$ cat src/rtl/arm_pkg.sv
// Shared ARM execute-stage definitions: data-processing opcodes, NZCV bit
// positions, execute FSM encoding and small opcode-class helpers.
package arm_pkg;

  localparam logic [3:0] OP_AND = 4'h0;
  localparam logic [3:0] OP_EOR = 4'h1;
  localparam logic [3:0] OP_SUB = 4'h2;
  localparam logic [3:0] OP_RSB = 4'h3;
  localparam logic [3:0] OP_ADD = 4'h4;
  localparam logic [3:0] OP_ADC = 4'h5;
  localparam logic [3:0] OP_SBC = 4'h6;
  localparam logic [3:0] OP_RSC = 4'h7;
  localparam logic [3:0] OP_TST = 4'h8;
  localparam logic [3:0] OP_TEQ = 4'h9;
  localparam logic [3:0] OP_CMP = 4'hA;
  localparam logic [3:0] OP_CMN = 4'hB;
  localparam logic [3:0] OP_ORR = 4'hC;
  localparam logic [3:0] OP_MOV = 4'hD;
  localparam logic [3:0] OP_BIC = 4'hE;
  localparam logic [3:0] OP_MVN = 4'hF;

  // Bit positions inside the {N,Z,C,V} flag vector
  localparam int unsigned FLAG_N = 3;
  localparam int unsigned FLAG_Z = 2;
  localparam int unsigned FLAG_C = 1;
  localparam int unsigned FLAG_V = 0;

  typedef enum logic [0:0] {
    ST_IDLE    = 1'b0,
    ST_MUL_RUN = 1'b1
  } state_e;

  // Logical ops take C from the shifter and leave V alone
  function automatic logic is_logical_op(input logic [3:0] op);
    return (op == OP_AND) || (op == OP_EOR) || (op == OP_TST) || (op == OP_TEQ) ||
           (op == OP_ORR) || (op == OP_MOV) || (op == OP_BIC) || (op == OP_MVN);
  endfunction

  // Compare/test ops only set flags and never write a register
  function automatic logic is_test_op(input logic [3:0] op);
    return (op == OP_TST) || (op == OP_TEQ) || (op == OP_CMP) || (op == OP_CMN);
  endfunction

endpackage

$ cat src/rtl/alu_seq_multiplier.sv
// Iterative shift-add multiplier: one multiplier bit per cycle, WIDTH
// iterations, accumulator preloaded with the MLA addend. Only the low WIDTH
// bits of the product are kept.
module alu_seq_multiplier #(
  parameter int unsigned WIDTH = 32
) (
  input  logic             clk,
  input  logic             rst_n,
  input  logic             start,
  input  logic             flush,
  input  logic [WIDTH-1:0] multiplicand,
  input  logic [WIDTH-1:0] multiplier,
  input  logic [WIDTH-1:0] acc_init,
  output logic             busy,
  output logic             done,
  output logic [WIDTH-1:0] product
);

  localparam int unsigned CntW = (WIDTH > 1) ? $clog2(WIDTH) : 1;

  logic [WIDTH-1:0] mcand_q, mcand_d;
  logic [WIDTH-1:0] mplier_q, mplier_d;
  logic [WIDTH-1:0] acc_q, acc_d;
  logic [CntW-1:0]  cnt_q, cnt_d;
  logic             busy_q, busy_d;

  // Partial-product adder; product is the accumulator after this cycle's step
  always_comb begin
    product = acc_q + (mplier_q[0] ? mcand_q : '0);
    done    = busy_q && (cnt_q == CntW'(WIDTH - 1));
    busy    = busy_q;
  end

  // Load on start, step while busy, drop out on flush or final iteration
  always_comb begin
    mcand_d  = mcand_q;
    mplier_d = mplier_q;
    acc_d    = acc_q;
    cnt_d    = cnt_q;
    busy_d   = busy_q;
    if (flush) begin
      busy_d = 1'b0;
    end else if (busy_q) begin
      acc_d    = product;
      mcand_d  = mcand_q << 1;
      mplier_d = mplier_q >> 1;
      cnt_d    = cnt_q + CntW'(1);
      if (done) begin
        busy_d = 1'b0;
      end
    end else if (start) begin
      mcand_d  = multiplicand;
      mplier_d = multiplier;
      acc_d    = acc_init;
      cnt_d    = '0;
      busy_d   = 1'b1;
    end
  end

  // Multiplier state registers; reset discards any partial product
  always_ff @(posedge clk or negedge rst_n) begin
    if (!rst_n) begin
      mcand_q  <= '0;
      mplier_q <= '0;
      acc_q    <= '0;
      cnt_q    <= '0;
      busy_q   <= 1'b0;
    end else begin
      mcand_q  <= mcand_d;
      mplier_q <= mplier_d;
      acc_q    <= acc_d;
      cnt_q    <= cnt_d;
      busy_q   <= busy_d;
    end
  end

endmodule

$ cat src/rtl/alu_execute_stage.sv
// ARM execute stage: single-cycle data-processing ALU with NZCV update, plus
// an iterative MUL/MLA that holds off new operations while it runs.
module alu_execute_stage
  import arm_pkg::*;
#(
  parameter int unsigned WIDTH = 32
) (
  input  logic             clk,
  input  logic             rst_n,
  input  logic             in_valid,
  output logic             in_ready,
  input  logic [3:0]       alu_operation,
  input  logic [WIDTH-1:0] op_a,
  input  logic [WIDTH-1:0] op_b,
  input  logic             shift_carry,
  input  logic             set_flags,
  input  logic             mul_en,
  input  logic             acc_en,
  input  logic [WIDTH-1:0] acc_in,
  input  logic             flush,
  input  logic             flags_load,
  input  logic [3:0]       flags_in,
  output logic             out_valid,
  output logic [WIDTH-1:0] result,
  output logic             result_wr,
  output logic [3:0]       flags
);

  state_e state_q, state_d;

  logic accept, dp_accept, mul_accept, mul_finish;

  logic             mul_busy, mul_done;
  logic [WIDTH-1:0] mul_product;
  logic             mul_set_flags_q, mul_set_flags_d;

  logic [WIDTH-1:0] add_x, add_y, logic_res, alu_res;
  logic             add_cin, add_ovf;
  logic [WIDTH:0]   add_sum;
  logic [3:0]       alu_flags;

  logic [WIDTH-1:0] result_q, result_d;
  logic             out_valid_q, out_valid_d;
  logic             result_wr_q, result_wr_d;
  logic [3:0]       flags_q, flags_d;

  alu_seq_multiplier #(
    .WIDTH(WIDTH)
  ) u_mul (
    .clk          (clk),
    .rst_n        (rst_n),
    .start        (mul_accept),
    .flush        (flush),
    .multiplicand (op_a),
    .multiplier   (op_b),
    .acc_init     (acc_en ? acc_in : '0),
    .busy         (mul_busy),
    .done         (mul_done),
    .product      (mul_product)
  );

  // FSM state register
  always_ff @(posedge clk or negedge rst_n) begin
    if (!rst_n) begin
      state_q <= ST_IDLE;
    end else begin
      state_q <= state_d;
    end
  end

  // FSM next state: multiply occupies the stage until done or flushed
  always_comb begin
    state_d = state_q;
    unique case (state_q)
      ST_IDLE: begin
        if (accept && mul_en) begin
          state_d = ST_MUL_RUN;
        end
      end
      ST_MUL_RUN: begin
        if (flush || mul_done || !mul_busy) begin
          state_d = ST_IDLE;
        end
      end
      default: state_d = ST_IDLE;
    endcase
  end

  // FSM outputs: handshake and accept qualification (flush suppresses accept)
  always_comb begin
    in_ready   = (state_q == ST_IDLE);
    accept     = in_valid && in_ready && !flush;
    dp_accept  = accept && !mul_en;
    mul_accept = accept && mul_en;
    mul_finish = (state_q == ST_MUL_RUN) && mul_done && !flush;
  end

  // Data-processing ALU: one WIDTH+1 adder serves every arithmetic opcode
  always_comb begin
    add_x     = op_a;
    add_y     = op_b;
    add_cin   = 1'b0;
    logic_res = '0;
    alu_flags = '0;
    case (alu_operation)
      OP_SUB, OP_CMP: begin
        add_y   = ~op_b;
        add_cin = 1'b1;
      end
      OP_RSB: begin
        add_x   = op_b;
        add_y   = ~op_a;
        add_cin = 1'b1;
      end
      OP_ADC: add_cin = flags_q[FLAG_C];
      OP_SBC: begin
        add_y   = ~op_b;
        add_cin = flags_q[FLAG_C];
      end
      OP_RSC: begin
        add_x   = op_b;
        add_y   = ~op_a;
        add_cin = flags_q[FLAG_C];
      end
      default: ;
    endcase
    case (alu_operation)
      OP_AND, OP_TST: logic_res = op_a & op_b;
      OP_EOR, OP_TEQ: logic_res = op_a ^ op_b;
      OP_ORR:         logic_res = op_a | op_b;
      OP_MOV:         logic_res = op_b;
      OP_BIC:         logic_res = op_a & ~op_b;
      OP_MVN:         logic_res = ~op_b;
      default:        logic_res = '0;
    endcase
    add_sum = {1'b0, add_x} + {1'b0, add_y} + {{WIDTH{1'b0}}, add_cin};
    // Overflow when like-signed operands give a result of the other sign
    add_ovf = (add_x[WIDTH-1] == add_y[WIDTH-1]) && (add_sum[WIDTH-1] != add_x[WIDTH-1]);
    alu_res = is_logical_op(alu_operation) ? logic_res : add_sum[WIDTH-1:0];
    alu_flags[FLAG_N] = alu_res[WIDTH-1];
    alu_flags[FLAG_Z] = (alu_res == '0);
    if (is_logical_op(alu_operation)) begin
      alu_flags[FLAG_C] = shift_carry;
      alu_flags[FLAG_V] = flags_q[FLAG_V];
    end else begin
      alu_flags[FLAG_C] = add_sum[WIDTH];
      alu_flags[FLAG_V] = add_ovf;
    end
  end

  // Result / flag next state; a direct flag load overrides any ALU update
  always_comb begin
    result_d        = result_q;
    out_valid_d     = 1'b0;
    result_wr_d     = 1'b0;
    flags_d         = flags_q;
    mul_set_flags_d = mul_set_flags_q;
    if (mul_accept) begin
      mul_set_flags_d = set_flags;
    end
    if (dp_accept) begin
      result_d    = alu_res;
      out_valid_d = 1'b1;
      result_wr_d = !is_test_op(alu_operation);
      if (set_flags) begin
        flags_d = alu_flags;
      end
    end
    if (mul_finish) begin
      result_d    = mul_product;
      out_valid_d = 1'b1;
      result_wr_d = 1'b1;
      if (mul_set_flags_q) begin
        flags_d[FLAG_N] = mul_product[WIDTH-1];
        flags_d[FLAG_Z] = (mul_product == '0);
      end
    end
    if (flags_load) begin
      flags_d = flags_in;
    end
  end

  // Output and flag registers
  always_ff @(posedge clk or negedge rst_n) begin
    if (!rst_n) begin
      result_q        <= '0;
      out_valid_q     <= 1'b0;
      result_wr_q     <= 1'b0;
      flags_q         <= 4'b0000;
      mul_set_flags_q <= 1'b0;
    end else begin
      result_q        <= result_d;
      out_valid_q     <= out_valid_d;
      result_wr_q     <= result_wr_d;
      flags_q         <= flags_d;
      mul_set_flags_q <= mul_set_flags_d;
    end
  end

  assign result    = result_q;
  assign out_valid = out_valid_q;
  assign result_wr = result_wr_q;
  assign flags     = flags_q;

endmodule
$ cat config.mk
export PLATFORM = sky130hd
export DESIGN_NAME = alu_execute_stage
export DESIGN_NICKNAME = d
export VERILOG_FILES = /design/src/rtl/arm_pkg.sv /design/src/rtl/alu_seq_multiplier.sv /design/src/rtl/alu_execute_stage.sv
export SDC_FILE = /design/constraint.sdc
export NUM_CORES = 1
export LEC_CHECK = 0
export ABC_CLOCK_PERIOD_IN_PS = 7850
export CAP_MARGIN = 20
export CORE_AREA = 2 2 170 172
export DETAILED_ROUTE_END_ITERATION = 10
export DIE_AREA = 0 0 172 174
export DONT_BUFFER_PORTS = 1
export HOLD_SLACK_MARGIN = 0.1
export PLACE_DENSITY = 0.76
export SLEW_MARGIN = 10
export SYNTH_ARGS = -nofsm -noshare
export SYNTH_HDL_FRONTEND = slang
export SYNTH_SLANG_ARGS = --single-unit
$ cat constraint.sdc
create_clock -name clk -period 7.85 [get_ports clk]
set_clock_uncertainty 0.2 [all_clocks]
set_input_delay 1.57 -clock clk [delete_from_list [all_inputs] [get_ports clk]]
set_output_delay 1.57 -clock clk [all_outputs]
set_load 0.02 [all_outputs]
Yosys cells after proc, flatten, opt, wreduce, memory -nomap -nowiden
Cells that the tools add are included.
{"block": "totals", "register_bits": 142, "inputBits": 113, "output_inout_bits": 39}
{"block": "op_classes", "add_sub_neg": 4, "n_eq_ne": 18, "n_mux": 33, "bitwise": 8, "reduce_logical": 40}
{"op": "two-way mux 32 bit", "n": 12}
{"op": "one-hot mux 32 bit (6 select lines)", "n": 1}
{"op": "bitwise AND 32 bit", "n": 2}
{"op": "zero test 32 bit", "n": 2}
{"op": "NOT 32 bit", "n": 2}
{"op": "one-hot mux 32 bit (2 select lines)", "n": 1}
{"op": "adder 32 x 32 -> 33 bit", "n": 1}
{"op": "adder 33 x 1 -> 33 bit", "n": 1}
{"op": "adder 32 bit", "n": 1}
{"op": "== test 4 bit (second input constant)", "n": 8}
{"op": "bitwise OR 32 bit", "n": 1}
{"op": "XOR 32 bit", "n": 1}
{"op": "== test 4 x 3 -> 1 bit (second input constant)", "n": 3}
{"op": "logical OR 1 bit", "n": 12}
{"op": "two-way mux 4 bit", "n": 3}
{"op": "two-way mux 5 bit", "n": 2}
{"op": "two-way mux 1 bit", "n": 9}
{"op": "OR reduction 3 bit", "n": 3}
{"op": "== test 4 x 2 -> 1 bit (second input constant)", "n": 2}
{"op": "logical AND 1 bit", "n": 8}
{"op": "nonzero test 2 bit", "n": 4}
{"op": "two-way mux 2 bit", "n": 3}
{"op": "OR reduction 2 bit", "n": 3}
{"op": "adder 5 x 1 -> 5 bit (second input constant)", "n": 1}
{"op": "other kinds (11)", "n": 17}

Longest topological paths before layout
{"block": "depth", "depth_word": 15, "depth_mapped": 22, "depth_no_buf": 18}

Hierarchy
From an unflattened synthesis, not the netlist that was laid out.
{"block": "unflattened", "cells_unflattened": 1843, "area_unflattened_um2": 14091.0}
{"module": "alu_execute_stage", "n_inst": 1, "cells_per_inst": 1083, "area_per_inst_um2": 7319.5}
{"module": "alu_seq_multiplier", "n_inst": 1, "cells_per_inst": 760, "area_per_inst_um2": 6771.5}

Worst setup path after synthesis
No wires, ideal clock.
{"block": "synth_timing", "path_type": "input to register", "startpoint": "input alu_operation[1]", "endpoint": "register flags_q[2], in the netlist flags[2]", "setup_time_ns": 0.082, "t_arrival_ns": 5.894, "required_time_ns": 7.568, "slack_ns": 1.674, "stages": 20, "path_cell_list": "clkbuf_1 > buf_1 > buf_1 > nand2_1 > clkbuf_1 > clkbuf_1 > a31oi_1 > fa_1 > inv_1 > fa_1 > a21oi_1 > o22a_1 > nand3_1 > a21o_1 > o21ai_0 > a211oi_1 > or3b_2 > nor4_1 > nand4_1 > a22oi_2"}
{"block": "synth_via", "elab_chain_len": 15, "elab_cells_between_ends": 40}
{"item": "from (decl)", "line_no": "alu_execute_stage.sv:12", "rtl": "input logic [3:0] alu_operation,"}
{"item": "parallel branches: the longest is 8 deep, another holds adder 32 x 32 -> 33 bit"}
{"item": "two-way mux 32 bit *", "line_no": "alu_execute_stage.sv:139", "rtl": "alu_res = is_logical_op(alu_operation) ? logic_res : add_sum[WIDTH-1:0];"}
{"item": "zero test 32 bit *", "line_no": "alu_execute_stage.sv:141", "rtl": "alu_flags[FLAG_Z] = (alu_res == '0);"}
{"item": "two-way mux 4 bit *", "line_no": "alu_execute_stage.sv:165", "rtl": "if (set_flags) begin"}
{"item": "two-way mux 4 bit *", "line_no": "alu_execute_stage.sv:161", "rtl": "if (dp_accept) begin"}
{"item": "two-way mux 2 bit", "line_no": "alu_execute_stage.sv:173", "rtl": "if (mul_set_flags_q) begin"}
{"item": "two-way mux 2 bit *", "line_no": "alu_execute_stage.sv:169", "rtl": "if (mul_finish) begin"}
{"item": "two-way mux 4 bit *", "line_no": "alu_execute_stage.sv:178", "rtl": "if (flags_load) begin"}
{"item": "via flags_d[2]", "line_no": "alu_execute_stage.sv:45", "rtl": "logic [3:0] flags_q, flags_d;"}
{"item": "to (signal assigned)", "line_no": "alu_execute_stage.sv:195", "rtl": "flags_q <= flags_d;"}
{"item": "to (decl)", "line_no": "alu_execute_stage.sv:45"}
Mark *: on every way through the listed nets, which the timed path passes. The select of a mux whose other input is x is not followed.
A chain may end at the register's enable or synchronous reset.

Worst setup path after layout
Same ends and word-level chain as after synthesis.

==> summary.txt <==
Place
  – Hpwl dp: 37730 um
  – Port-buffer cells: 0
  – Placed Cells: 2130
  – Routability cong.: 0.9638
  – Placed Area: 0.01408 sq mm

GRT
  – Pin count of the biggest net entering global routing: 143
  – All-Layer GR Usage: 32.77%
  – Antenna violations before repair: 0
  – Vias in the first global route: 13380
  – Grt total ovfl: 0
  – First-pass GRT wire length: 76350 um

Worst setup path
  – CP bufs+invs: 2
  – Critical path's top delay family: compound AO/OA/AOI/OAI gates
  – WS Path Type: input pin to flip-flop
  – WP data required: 8010 ps
  – CP startpoint kind: input pin
  – CP cell instances: clkinv_1, nor3_2, buf_4, o21ai_0, o21ai_0, ha_1, a21oi_1, o21ai_0, o21ai_0, a211oi_1, a211oi_1, and4_1, nand4_1, nor4_1, nand4_1, a22oi_2
  – Setup crit end kind: flip-flop
  – Critical Path Slowest Stage Cell: o21ai_0
  – CP max stage delay: 520 ps
  – Worst EP arrival: 5940 ps
  – Crit-path most repeated cell: o21ai_0
  – Peak fanout along the critical path: 52

Synth
  – Syn Nets: 2072
  – Fraction of registers with async set/reset: 100.0%
  – Ys flop type: dfrtp_1
  – YS warnings: 0
  – EDFF count, synth: 0
  – Mapped Area: 0.01393 sq mm
  – Cells after synthesis: 1860
  – Yosys cell types: 82
  – Sequential-to-total area share from yosys stat: 25.51%
  – Mean post-synth cell area: 7.489 sq um
  – FF+latch count, synth: 142

Finish
  – Multi-input logic area: 0.009578 sq mm
  – Sequential cell area: 0.003557 sq mm
  – # nets final: 1977
  – Most common cell after layout, fill and taps aside: o21ai_0
  – Synth-to-layout area growth: 5.425%
  – Fill cell count: 2727
  – Antenna fix cells: 0
  – Layout cells sized above 1: 4.837%
  – Fin cells: 2162
  – Commonest non-fill, non-tap cells in the layout: o21ai_0, nand2_1, dfrtp_1
  – Final instance area: 0.01469 sq mm

Hold path
  – Hold Crit Class: flip-flop to flip-flop

CTS
  – CTS Buf Count: 17
  – Reg clk slew, reported paths: 70 ps
  – Clock buffer depth: 2
  – Hold_buf cts: 0
  – CTS root buffer: clkbuf_16
  – H-tree levels: 4
  – Sink Count: 142
  – Clk_lat worst skew: 440 ps
  – PostCTS Resize Cnt: 0
  – Setup Fix Bufs, Post-CTS: 0
  – CTS tree: yes

Floorplan
  – Rows: 62
  – Initial cell density of the core: 49.33%
  – Chip height: 174 um
  – Area of the core: 0.02824 sq mm
  – IO Count: 152
  – Die area: 0.02993 sq mm
  – Die W: 172 um

Route
  – Starting DRT DRC Count: 1806
  – Final WL: 49850 um
  – Number of detailed-route iterations in the first pass: 8
  – Via count: 14540
  – Vias per Instance: 6.724
  – DRC errors left: 0
  – Antenna-violating nets left: 0
  – WL/cell: 23.06 um

Power
  – Max VDD drop: 0.0001538 V
  – Pwr dens: 240.6 mW/mm^2
  – Pleak: 6.340 nW

Outcome
  – Status: complete, no violations

STA
  – Final Max Slew Viols: 0
  – RSZ-0062 raised after global routing: no
  – Period utilisation layout: 73.59%
  – Worst-margin pin slew: 1022 ps
  – Hold Vio Cnt, Final: 0
  – Fmax: 173.1 MHz
  – Final min period: 5777 ps
  – Setup-failing EPs final: 0
  – Max_slew headroom: 31.68%
  – Post-Route Setup TNS: 0 ps

Run
  – Maxcap violations: 0
[report_power, final]
part           internal [mW]  total [mW]  switching (mW)  leakage (nW)
sequential             0.901        1.12           0.223          1.75
clock                  0.481       0.863           0.382         0.286
combinational          0.578        1.55           0.969          4.30
total                   1.96        3.53            1.57          6.34
[routing by layer]
| metal | track usage [%] | routed length, um | vias up |
|---|---|---|---|
| met5 | 0 | 0 | - |
| met4 | 12.78 | 1794 | 0 |
| met3 | 7.309 | 5399 | 123 |
| met2 | 50.03 | 21980 | 807 |
| met1 | 45.01 | 20680 | 6936 |
| li1 | - | - | 6672 |
[path summary, 6_finish.rpt]
path | start | endpoint | slack [ps] | cells past startpoint
min in group asynchronous | rst_n | u_mul.acc_q[24]$_DFFE_PN0P_ | 620 | 0
worst min-delay path | u_mul.mplier_q[4]$_DFFE_PN0P_ | u_mul.mplier_q[4]$_DFFE_PN0P_ | 280 | 2
max in group asynchronous | rst_n | u_mul.mplier_q[1]$_DFFE_PN0P_ | 6610 | 0
worst min register to register | u_mul.mplier_q[4]$_DFFE_PN0P_ | u_mul.mplier_q[4]$_DFFE_PN0P_ | 280 | 2
worst max-delay path | alu_operation[1] | flags[2]$_DFF_PN0_ | 2070 | 16
worst max register to register | u_mul.mplier_q[0]$_DFFE_PN0P_ | flags[2]$_DFF_PN0_ | 2710 | 12
[through the flow]
stage	hold slack (ps)	power, mW	setup slack, ps	util, %
global placement	262.1	2.591	1803	49.88
floorplan	249.6	2.225	1674	-
finish	284.1	3.534	2073	52.01
global route	316.2	3.731	1793	52.01
detailed placement	274.3	2.628	1772	49.88
CTS	289.2	3.492	2226	52.01
[registers in the layout, summed over array words and instances, names as in the netlist]
signal           flops
flags                4
mul_set_flags_q      1
out_valid            1
result              32
result_wr            1
state_q              1
u_mul.acc_q         32
u_mul.busy           1
u_mul.cnt_q          5
u_mul.mcand_q       32
u_mul.mplier_q      32
[kinds of logic after synthesis]
family,share of synthesized area (%)
flops,25.51
fa+ha+maj,9.054
compound gates,30.75
buf+inv,5.937
mux,5.353
xor+xnor,2.704
simple gates,20.70
[synth_stat cells (5+ instances only)]
cell	instances	area (sq um)
o32a_1	5	50.05
mux2i_1	70	700.7
or2_2	7	43.79
or3_1	12	75.07
a211oi_1	17	127.6
nand4_1	23	143.9
a31oi_1	12	75.07
o22ai_1	12	75.07
a21o_1	20	150.1
o21ai_0	259	1296
ha_1	96	1201
a221oi_1	36	315.3
and3_1	20	125.1
nor3_1	27	135.1
nand2b_1	9	56.30
a211o_1	5	43.79
buf_1	10	37.54
a221o_1	12	120.1
a222oi_1	14	140.1
o31ai_1	7	52.55
a21oi_1	122	610.6
o21ai_1	7	35.03
o211ai_1	19	142.6
nand2_1	244	915.9
o32ai_1	7	61.31
dfrtp_1	142	3553
a311oi_1	7	61.31
clkbuf_1	120	450.4
and4_1	9	78.83
o21a_1	13	97.59
a22o_1	15	131.4
and2_1	44	275.3
nor2_1	139	521.8
xnor2_1	22	192.7
a22oi_1	29	217.7
nor2b_1	10	62.56
inv_1	84	315.3
nand3_1	36	180.2
nor4_1	13	81.33
xor2_1	21	183.9
[worst register-to-register path: stages (launching register included)]
cell and delay [ps]:
dfrtp_1 700, and2_1 310, ha_1 220, fa_1 440, a21o_1 210, a221o_2 440, a311oi_1 800, nand2b_1 140
nor4_2 330, nand4_1 210, nor4_1 400, or4b_1 530, a22oi_2 140
[final cells by class]
cell class	count	share of cell area, %
clock inverters	14	1.167
well taps	384	3.272
multi-input cells	1499	65.22
repair buffers	20	1.022
clock buffers	18	2.922
inverters	85	2.173
flip-flops and latches	142	24.22
No activity file was read; power rests on OpenSTA's default activity.
